## config.mk

```make
export PLATFORM = sky130hd
export DESIGN_NAME = uart_resp_framer
export DESIGN_NICKNAME = d
export VERILOG_FILES = /design/src/rtl/uart_resp_framer.sv
export SDC_FILE = /design/constraint.sdc
export NUM_CORES = 1
export LEC_CHECK = 0
export CORE_MARGIN = 5
export CORE_UTILIZATION = 35
export DETAILED_ROUTE_END_ITERATION = 12
export SYNTH_ARGS = -nofsm -noshare
export SYNTH_HDL_FRONTEND = slang
export SYNTH_SLANG_ARGS = --single-unit
```

## constraint.sdc

```tcl
create_clock -name comm_clk -period 2.3 [get_ports comm_clk]
set_input_delay 0.23 -clock comm_clk [delete_from_list [all_inputs] [get_ports comm_clk]]
set_output_delay 0.23 -clock comm_clk [all_outputs]
set_load 0.01 [all_outputs]
```

## src/rtl/uart_resp_framer.sv

```systemverilog
// uart_resp_framer: serialises PONG/INFO/INVALID/ACK responses and golden
// nonces into a byte stream for the UART transmitter. Nonces are buffered in a
// small FIFO so they survive while another message is being sent.
//
// Byte handshake (tx side): a byte moves when tx_valid && tx_ready are both
// high on a rising edge; while tx_valid is high and tx_ready is low, tx_data
// holds its value. The request side uses the same rule with cmd_valid and
// cmd_ready, and the requester holds cmd_valid/cmd_type until accepted.
module uart_resp_framer #(
  parameter logic [31:0] INFO_WORD0       = 32'hDEADBEEF,
  parameter logic [31:0] INFO_WORD1       = 32'h13370D13,
  parameter int          NONCE_FIFO_DEPTH = 4
) (
  input  logic        comm_clk,
  input  logic        reset,
  input  logic        cmd_valid,
  input  logic [1:0]  cmd_type,
  output logic        cmd_ready,
  input  logic        nonce_valid,
  input  logic [31:0] nonce,
  output logic        nonce_dropped,
  output logic [7:0]  tx_data,
  output logic        tx_valid,
  input  logic        tx_ready,
  output logic        busy
);

  localparam int PTR_W = (NONCE_FIFO_DEPTH > 1) ? $clog2(NONCE_FIFO_DEPTH) : 1;
  localparam int CNT_W = $clog2(NONCE_FIFO_DEPTH + 1);
  localparam logic [CNT_W-1:0] FULL_CNT = CNT_W'(NONCE_FIFO_DEPTH);

  typedef enum logic {
    S_IDLE = 1'b0,
    S_SEND = 1'b1
  } state_e;

  // Latched message kind; the low two bits match cmd_type encoding.
  typedef enum logic [2:0] {
    M_PONG    = 3'd0,
    M_INFO    = 3'd1,
    M_INVALID = 3'd2,
    M_ACK     = 3'd3,
    M_NONCE   = 3'd4
  } msg_e;

  // Select byte 0..3 of a word, byte 0 being the most significant.
  function automatic logic [7:0] word_byte(input logic [31:0] w, input logic [1:0] sel);
    logic [7:0] b;
    case (sel)
      2'd0:    b = w[31:24];
      2'd1:    b = w[23:16];
      2'd2:    b = w[15:8];
      default: b = w[7:0];
    endcase
    return b;
  endfunction

  // Byte at position idx of a message; positions not listed are zero.
  function automatic logic [7:0] msg_byte(input msg_e t, input logic [31:0] n,
                                          input logic [3:0] idx);
    logic [7:0] b;
    b = 8'h00;
    case (t)
      M_PONG, M_ACK: b = 8'h01;
      M_INVALID: begin
        if (idx == 4'd0)      b = 8'h08;
        else if (idx == 4'd3) b = 8'h01;
      end
      M_INFO: begin
        if (idx == 4'd0)            b = 8'h10;
        else if (idx[3:2] == 2'd1)  b = word_byte(INFO_WORD0, idx[1:0]);
        else if (idx[3:2] == 2'd2)  b = word_byte(INFO_WORD1, idx[1:0]);
      end
      M_NONCE: begin
        if (idx == 4'd0)            b = 8'h08;
        else if (idx == 4'd3)       b = 8'h03;
        else if (idx[3:2] == 2'd1)  b = word_byte(n, idx[1:0]);
      end
      default: b = 8'h00;
    endcase
    return b;
  endfunction

  // Index of the final byte of each message (length minus one).
  function automatic logic [3:0] last_idx(input msg_e t);
    logic [3:0] l;
    case (t)
      M_INFO:            l = 4'd15;
      M_INVALID, M_NONCE: l = 4'd7;
      default:           l = 4'd0;
    endcase
    return l;
  endfunction

  state_e      state_q, state_d;
  msg_e        msg_q, msg_d;
  logic [31:0] nonce_q, nonce_d;
  logic [3:0]  idx_q, idx_d;
  logic [7:0]  tx_data_q, tx_data_d;
  logic        drop_q, drop_d;

  logic [31:0]      mem_q [NONCE_FIFO_DEPTH];
  logic [31:0]      mem_d [NONCE_FIFO_DEPTH];
  logic [PTR_W-1:0] rd_ptr_q, rd_ptr_d;
  logic [PTR_W-1:0] wr_ptr_q, wr_ptr_d;
  logic [CNT_W-1:0] count_q, count_d;

  logic   take_cmd;
  logic   fifo_nonempty;
  logic   fifo_full;
  logic   fifo_pop;
  logic   fifo_push;
  logic   tx_fire;
  logic   last_byte;
  msg_e   cmd_msg;

  // Control decode: arbitration in IDLE (command beats nonce), byte handshakes in SEND.
  always_comb begin
    cmd_msg       = msg_e'({1'b0, cmd_type});
    fifo_nonempty = (count_q != '0);
    fifo_full     = (count_q == FULL_CNT);
    take_cmd      = (state_q == S_IDLE) && cmd_valid;
    fifo_pop      = (state_q == S_IDLE) && !cmd_valid && fifo_nonempty;
    fifo_push     = nonce_valid && (!fifo_full || fifo_pop);
    tx_fire       = (state_q == S_SEND) && tx_ready;
    last_byte     = (idx_q == last_idx(msg_q));
  end

  // State register.
  always_ff @(posedge comm_clk) begin
    if (reset) state_q <= S_IDLE;
    else       state_q <= state_d;
  end

  // Next-state logic: leave IDLE on any work, return after the final byte moves.
  always_comb begin
    state_d = state_q;
    case (state_q)
      S_IDLE:  if (cmd_valid || fifo_nonempty) state_d = S_SEND;
      S_SEND:  if (tx_fire && last_byte) state_d = S_IDLE;
      default: state_d = S_IDLE;
    endcase
  end

  // Output decode; cmd_ready is held low while reset is asserted.
  always_comb begin
    cmd_ready     = (state_q == S_IDLE) && !reset;
    tx_valid      = (state_q == S_SEND);
    busy          = (state_q == S_SEND) || fifo_nonempty;
    tx_data       = tx_data_q;
    nonce_dropped = drop_q;
  end

  // Message latch and byte pipeline: tx_data is preloaded with the next byte
  // so it is valid the cycle after acceptance and after each handshake.
  always_comb begin
    msg_d     = msg_q;
    nonce_d   = nonce_q;
    idx_d     = idx_q;
    tx_data_d = tx_data_q;
    if (take_cmd) begin
      msg_d     = cmd_msg;
      idx_d     = 4'd0;
      tx_data_d = msg_byte(cmd_msg, 32'h0, 4'd0);
    end else if (fifo_pop) begin
      msg_d     = M_NONCE;
      nonce_d   = mem_q[rd_ptr_q];
      idx_d     = 4'd0;
      tx_data_d = msg_byte(M_NONCE, mem_q[rd_ptr_q], 4'd0);
    end else if (tx_fire) begin
      if (last_byte) begin
        idx_d     = 4'd0;
        tx_data_d = 8'h00;
      end else begin
        idx_d     = idx_q + 4'd1;
        tx_data_d = msg_byte(msg_q, nonce_q, idx_q + 4'd1);
      end
    end
  end

  // Nonce FIFO bookkeeping; a pop frees the slot a same-cycle push may use.
  always_comb begin
    for (int i = 0; i < NONCE_FIFO_DEPTH; i++) mem_d[i] = mem_q[i];
    rd_ptr_d = rd_ptr_q;
    wr_ptr_d = wr_ptr_q;
    count_d  = count_q;
    drop_d   = drop_q;
    if (fifo_push) begin
      mem_d[wr_ptr_q] = nonce;
      wr_ptr_d        = wr_ptr_q + PTR_W'(1);
    end
    if (fifo_pop) rd_ptr_d = rd_ptr_q + PTR_W'(1);
    case ({fifo_push, fifo_pop})
      2'b10:   count_d = count_q + CNT_W'(1);
      2'b01:   count_d = count_q - CNT_W'(1);
      default: count_d = count_q;
    endcase
    if (nonce_valid && !fifo_push) drop_d = 1'b1;
  end

  // Datapath and FIFO control registers.
  always_ff @(posedge comm_clk) begin
    if (reset) begin
      msg_q     <= M_PONG;
      nonce_q   <= 32'h0;
      idx_q     <= 4'd0;
      tx_data_q <= 8'h00;
      drop_q    <= 1'b0;
      rd_ptr_q  <= '0;
      wr_ptr_q  <= '0;
      count_q   <= '0;
    end else begin
      msg_q     <= msg_d;
      nonce_q   <= nonce_d;
      idx_q     <= idx_d;
      tx_data_q <= tx_data_d;
      drop_q    <= drop_d;
      rd_ptr_q  <= rd_ptr_d;
      wr_ptr_q  <= wr_ptr_d;
      count_q   <= count_d;
    end
  end

  // FIFO storage; contents are only meaningful under count_q, so no reset.
  always_ff @(posedge comm_clk) begin
    for (int i = 0; i < NONCE_FIFO_DEPTH; i++) mem_q[i] <= mem_d[i];
  end

endmodule

```

Word level (Yosys, flattened, before mapping)
Memories as Yosys holds them, arrays and structs flattened. A register that Yosys moved wholly into a read port is not among the register bits.
Index checks and enable logic that the tools add are counted.
{"block": "totals", "register_bits": 24, "mem_bits_rw": 128, "out_inout_bits": 12, "wordCells": 95, "memories": 1}
{"block": "classes", "addsub": 5, "order_cmp": 2, "eq_ne": 16, "mux": 29, "n_bitwise": 3, "reduce_logical": 30}
{"name": "mem_q", "depth": 4, "width": 32, "read_ports": 5, "rd_ports_with_merged_regs": 1, "write_ports": 4, "line": "102", "source": "logic [31:0] mem_q [NONCE_FIFO_DEPTH];"}
{"operator": "$bwmux W128", "n": 1}
{"operator": "$mux W128", "n": 1}
{"operator": "$mux W8", "n": 9}
{"operator": "$demux W32 S2", "n": 1}
{"operator": "$mux W32", "n": 1}
{"operator": "$pmux W8 S4", "n": 1}
{"operator": "$pmux W8 S3", "n": 1}
{"operator": "$pmux W7 S3", "n": 1}
{"operator": "$pmux W5 S3", "n": 1}
{"operator": "$pmux W6 S2", "n": 1}
{"operator": "$eq A2 B2 Y1 const B", "n": 5}
{"operator": "$logic_and A1 B1 Y1", "n": 9}
{"operator": "$eq A2 B1 Y1 const B", "n": 4}
{"operator": "$mux W4", "n": 2}
{"operator": "$pmux W4 S2", "n": 1}
{"operator": "$reduce_or A2 Y1", "n": 4}
{"operator": "$eq A3 B2 Y1 const B", "n": 2}
{"operator": "$eq A3 B3 Y1 const B", "n": 2}
{"operator": "$logic_not A3 Y1", "n": 2}
{"operator": "$mux W6", "n": 1}
{"operator": "$pmux W3 S2", "n": 1}
{"operator": "$reduce_bool A3 Y1", "n": 2}
{"operator": "$add A2 B1 Y2 const B", "n": 2}
{"operator": "$add A4 B1 Y4 const B", "n": 1}
{"operator": "19 further kinds", "n": 29}

Depth between registers and ports, before layout
{"block": "logic_depth", "depth_word": 11, "mapped_depth": 10, "ltp_nobuf": 8}

Worst setup path before layout
Ideal clock, no wire load.
{"block": "synth_timing", "path_type": "register to register", "startpoint": "register, netlist name tx_valid", "endpoint": "memory mem_q[0][0] (enable)", "setup_time_ns": 0.392, "arrival_time_ns": 1.759, "t_required_ns": 1.908, "path_slack_ns": 0.149, "path_stages_with_launch": 4, "path_buffers": 0, "synth_period_minus_slack_ns": 2.151, "path_cell_list": "dfxtp_1 nor2_1 o41a_1 and2_1"}
{"item": "end, declared", "line": "102"}

Final worst setup path
{"block": "layout_timing", "startpoint": "register idx_q[0]", "endpoint": "register tx_data_q[0], in the netlist tx_data[0]"}
{"block": "layout_between", "elab_chain_cells": 11}
{"item": "start, declared", "line": "98", "source": "logic [3:0] idx_q, idx_d;"}
{"item": "start signal, assigned", "line": "215", "source": "idx_q <= idx_d;"}
{"item": "$add A4 B1 Y4", "line": "176", "source": "tx_data_d = msg_byte(msg_q, nonce_q, idx_q + 4'd1);"}
{"item": "$eq A2 B2 Y1, or another cell as far along", "line": "49", "source": "case (sel)"}
{"item": "$pmux W8 S3", "line": "49"}
{"item": "$mux W8", "line": "77", "source": "else if (idx[3:2] == 2'd1) b = word_byte(n, idx[1:0]);"}
{"item": "$mux W8", "line": "76", "source": "else if (idx == 4'd3) b = 8'h03;"}
{"item": "$mux W8", "line": "75", "source": "if (idx == 4'd0) b = 8'h08;"}
{"item": "$pmux W8 S4", "line": "63", "source": "case (t)"}
{"item": "$mux W8 *", "line": "171", "source": "if (last_byte) begin"}
{"item": "$mux W8 *", "line": "170", "source": "end else if (tx_fire) begin"}
{"item": "$mux W8 *", "line": "165", "source": "end else if (fifo_pop) begin"}
{"item": "$mux W8 *", "line": "161", "source": "if (take_cmd) begin"}
{"item": "end signal, assigned", "line": "216", "source": "tx_data_q <= tx_data_d;"}
{"item": "end, declared", "line": "99", "source": "logic [7:0] tx_data_q, tx_data_d;"}
Mark *: on every way between the ends. The rest lies on a longest branch, timed or not. The select of a mux whose other input is x is not followed.
A chain may end at the register's enable or synchronous reset.

==> implementation parameters <==
Parameter                              Value

Placed design
  Gpl congestion ... 0.857
  Dpl hpwl ... 11,800 um
  Minimum setup slack after placement ... 0.123 ns
  Placed cell count ... 930
  I/O Buffers ... 50

Global route
  Global-route wire length before repair ... 28,000 um
  Total overflow reported by the global router ... 0
  Tot GR Track Use ... 13.7%
  Maximum number of pins on one net before global-route repair ... 39
  Number of antenna violations at the first check in global routing ... 0
  Highest-utilization routing layer at the global route stage ... met2
  Met3 Use GR ... 3.09%
  Met1 global-route usage ... 18.6%
  Vias in the first global route ... 5,172
  Met2 layer usage reported by global route ... 22.4%

Die
  Initial core utilization ... 35.8%
  Placeable core area ... 22,000 sq um
  Horizontal die dimension ... 160 um
  Height of the chip ... 160 um
  Die footprint ... 25,600 sq um
  Top-level port count ... 51
  Row count ... 54

Clocking
  Clock tree from TritonCTS ... yes
  Clk slew on worst S/H paths ... 0.07 ns
  H-tree depth ... 4
  Post-cts gate resize count ... 0
  Maximum clock insertion buffer count ... 2
  Worst-skew pair later-pin latency ... 0.42 ns
  Sink Count ... 184
  Setup Fix Bufs, Post-CTS ... 0
  Cell at the root of the clock tree ... clkbuf_16
  Number of buffers added by the clock tree synthesis step ... 17
  Hold-fix buffer count after cts ... 0

STA
  Clock Skews ... 0.00882 ns
  Slew Limit Headroom ... 61.8%
  Worst-case hold slack ... 0.163 ns
  Time the worst path needs with I/O delays and setup ... 2.13 ns
  Hold Vio Cnt, Final ... 0
  Aggregate negative setup slack ... 0 ns
  Final count of negative-setup-slack endpoints ... 0
  Max-slew violation count ... 0
  Final Cycle Share ... 92.8%
  Transition time at the pin with the least slew margin ... 0.567 ns
  Fmax ... 469 MHz
  Unrepaired setup endpoints after global routing ... false
  Setup WS post-layout ... 0.166 ns

Route
  Number of violations reported at the end of detailed-routing iteration 0 ... 274
  Via Count ... 4,972
  Drt first pass iters ... 4
  DR WL/cell ... 17.7 um
  Total routed wirelength ... 17,000 um
  Residual DRC ... 0
  Per-cell via count in the routed design ... 5.17
  Final antenna-violating net count ... 0

Setup path
  CP Class ... reg -> reg
  Critical-path top delay cell ... dfxtp_1
  Maximum fanout encountered on the critical timing path ... 7
  Nature of the critical path endpoint ... flip-flop
  Longest individual stage delay on the worst path ... 0.44 ns
  Kind of start point of the critical path ... flip-flop
  Cell family contributing the most delay on the critical path ... compound AO/OA/AOI/OAI gates
  Worst endpoint required time ... 2.60 ns
  Ordered cell list for the critical path ... inv_1 > ha_1 > nor2_1 > o21ai_0 > a311oi_1 > a21oi_1 > o311ai_0 > o211ai_1
  Critical path buffers and inverters ... 1
  Arrival time worst endpoint ... 2.43 ns

Cells and area
  Layout cell share with drive strength beyond 1 ... 17.6%
  Final antenna diode count ... 0
  Total Nets Final ... 722
  Area growth from synthesis to layout ... 20.6%
  Fillers ... 1,945
  Final standard cell count with taps included and fillers excluded ... 962

Logic synthesis
  Netlist area before placement ... 7870 sq um
  Synth cell types ... 65
  Yosys warning total ... 0
  Number of synthesized flops with an enable pin ... 128
  Share of synthesized area occupied by flip-flops and latches ... 63.1%
  Gate count of the mapped netlist ... 601
  Total nets after synthesis ... 654
  Top flip-flop cell by instance count after synthesis ... edfxtp_1
  Async SR Flop Fraction ... 0%
  Mean post-synth cell area ... 13.1 sq um
  Flop and latch count out of synthesis ... 184

Status
  Outcome ... finished, final reports clean

Power and ir drop
  Reported leakage power ... 0.00314 uW
  Overall power of the completed layout ... 8370 uW
  Power per unit of standard cell area ... 882 nW/um^2
  Worst supply voltage drop on vdd ... 0.000521 V

Job
  Number of max-capacitance violations reported ... 0

Hold path
  HP Class ... in -> reg
[cells in the mapped netlist, drive strengths merged, types with 3 or more instances]
cell type  number  area [sq um]
nor3            9          55.1
xnor2           7          61.3
or2             3          18.8
and2            4          25.0
or3             4          30.0
nor3b           3          33.8
o311ai          4          35.0
nor2           28           105
and3            5          33.8
a222oi          7          70.1
o211ai          4          30.0
nor4            3          18.8
buf            20           126
dfxtp          56          1120
a21o            3          22.5
clkbuf         19          71.3
a31oi           3          18.8
a22o            4          35.0
inv            16          60.1
mux4           32           721
nand2          96           360
a21oi          55           275
nand3           9          45.0
nor2b           4          25.0
o21a            3          22.5
nand2b          4          25.0
o21ai          21           105
ha             13           163
edfxtp        128          3840
[placed cells by master, fill, tap and decap left out, types with 7 or more instances in the layout]
| cell type | netlist | final |
|---|---|---|
| a21oi_1 | 55 | 55 |
| a222oi_1 | 7 | 7 |
| buf_12 | 0 | 8 |
| buf_4 | 3 | 30 |
| clkbuf_16 | 0 | 17 |
| clkdlybuf4s50_1 | 0 | 49 |
| dfxtp_1 | 56 | 55 |
| edfxtp_1 | 128 | 128 |
| ha_1 | 13 | 12 |
| inv_1 | 14 | 14 |
| mux4_2 | 32 | 32 |
| nand2_1 | 96 | 96 |
| nand3_1 | 9 | 9 |
| nor2_1 | 28 | 28 |
| nor3_1 | 7 | 7 |
| o21ai_0 | 20 | 20 |
| xnor2_1 | 7 | 7 |
[kinds of logic (layout without fill, tap and decap cells)]
logic type                 count (synthesis)  count (layout)  share of synthesized area, %
DFF                                      184             184                          63.1
and+or+nand+nor                          177             177                          10.3
AOI/OAI and AO/OA                        128             128                          10.6
buffers and inverters                     56             137                          3.32
muxes                                     34              34                          9.41
adders and majority gates                 14              14                          2.32
xor gates and xnor gates                   8               8                         0.890
[report_power, final]
part           internal, uW  total (uW)  switching (uW)
logic                   726        1530             806
registers              3860        4040             184
clock network          1520        2800            1280
total                  6100        8370            2270
[worst register-to-register path: stages, from the launching register on]
cell and delay (ns):
dfxtp_1 0.44, inv_1 0.17, ha_1 0.27, nor2_1 0.21, o21ai_0 0.11, a311oi_1 0.28
a21oi_1 0.10, o311ai_0 0.30, o211ai_1 0.14
[metrics by stage]
step,cell area [sq um],utilization (%)
after global placement,8910,40.6
final,9490,43.2
after global routing,9490,43.2
after CTS,9480,43.2
after floorplan,7870,-
after detailed placement,8910,40.6
[sequential cells by signal, indices dropped and copies added, names as in the netlist]
name	cells
wr_ptr_q	2
tx_valid	1
msg_q	3
nonce_q	32
tx_data	8
nonce_dropped	1
rd_ptr_q	2
count_q	3
mem_q	128
idx_q	4
[final timing paths]
path | to | slack, ns | from | cells after the start
hold reg to reg | nonce_q[29]$_SDFFE_PP0P_ | 0.46 | nonce_q[29]$_SDFFE_PP0P_ | 2
setup / recovery | tx_data[0]$_SDFFE_PP0P_ | 0.17 | idx_q[0]$_SDFFE_PP0P_ | 8
hold / removal | count_q[1]$_SDFFE_PP0P_ | 0.16 | reset | 2
setup reg to reg | tx_data[0]$_SDFFE_PP0P_ | 0.17 | idx_q[0]$_SDFFE_PP0P_ | 8
[area by class of cell]
type | instances | area (sq um) | area share (%)
Clock buffer | 18 | 429 | 4.52
Tap cell | 280 | 350 | 3.69
Sequential cell | 184 | 4970 | 52.3
Timing Repair Buffer | 88 | 881 | 9.28
Multi-Input combinational cell | 361 | 2660 | 28.1
Inverter | 17 | 63.8 | 0.672
Clock inverter | 14 | 136 | 1.44
[per-layer routing]
| layer | part of all wire [%] | vias to the layer above |
|---|---|---|
| met4 | 0.81 | 0 |
| met3 | 4.1 | 11 |
| met2 | 49 | 102 |
| met5 | 0 | - |
| met1 | 46 | 2470 |
| li1 | - | 2389 |
No activity file was read; power rests on OpenSTA's default activity.
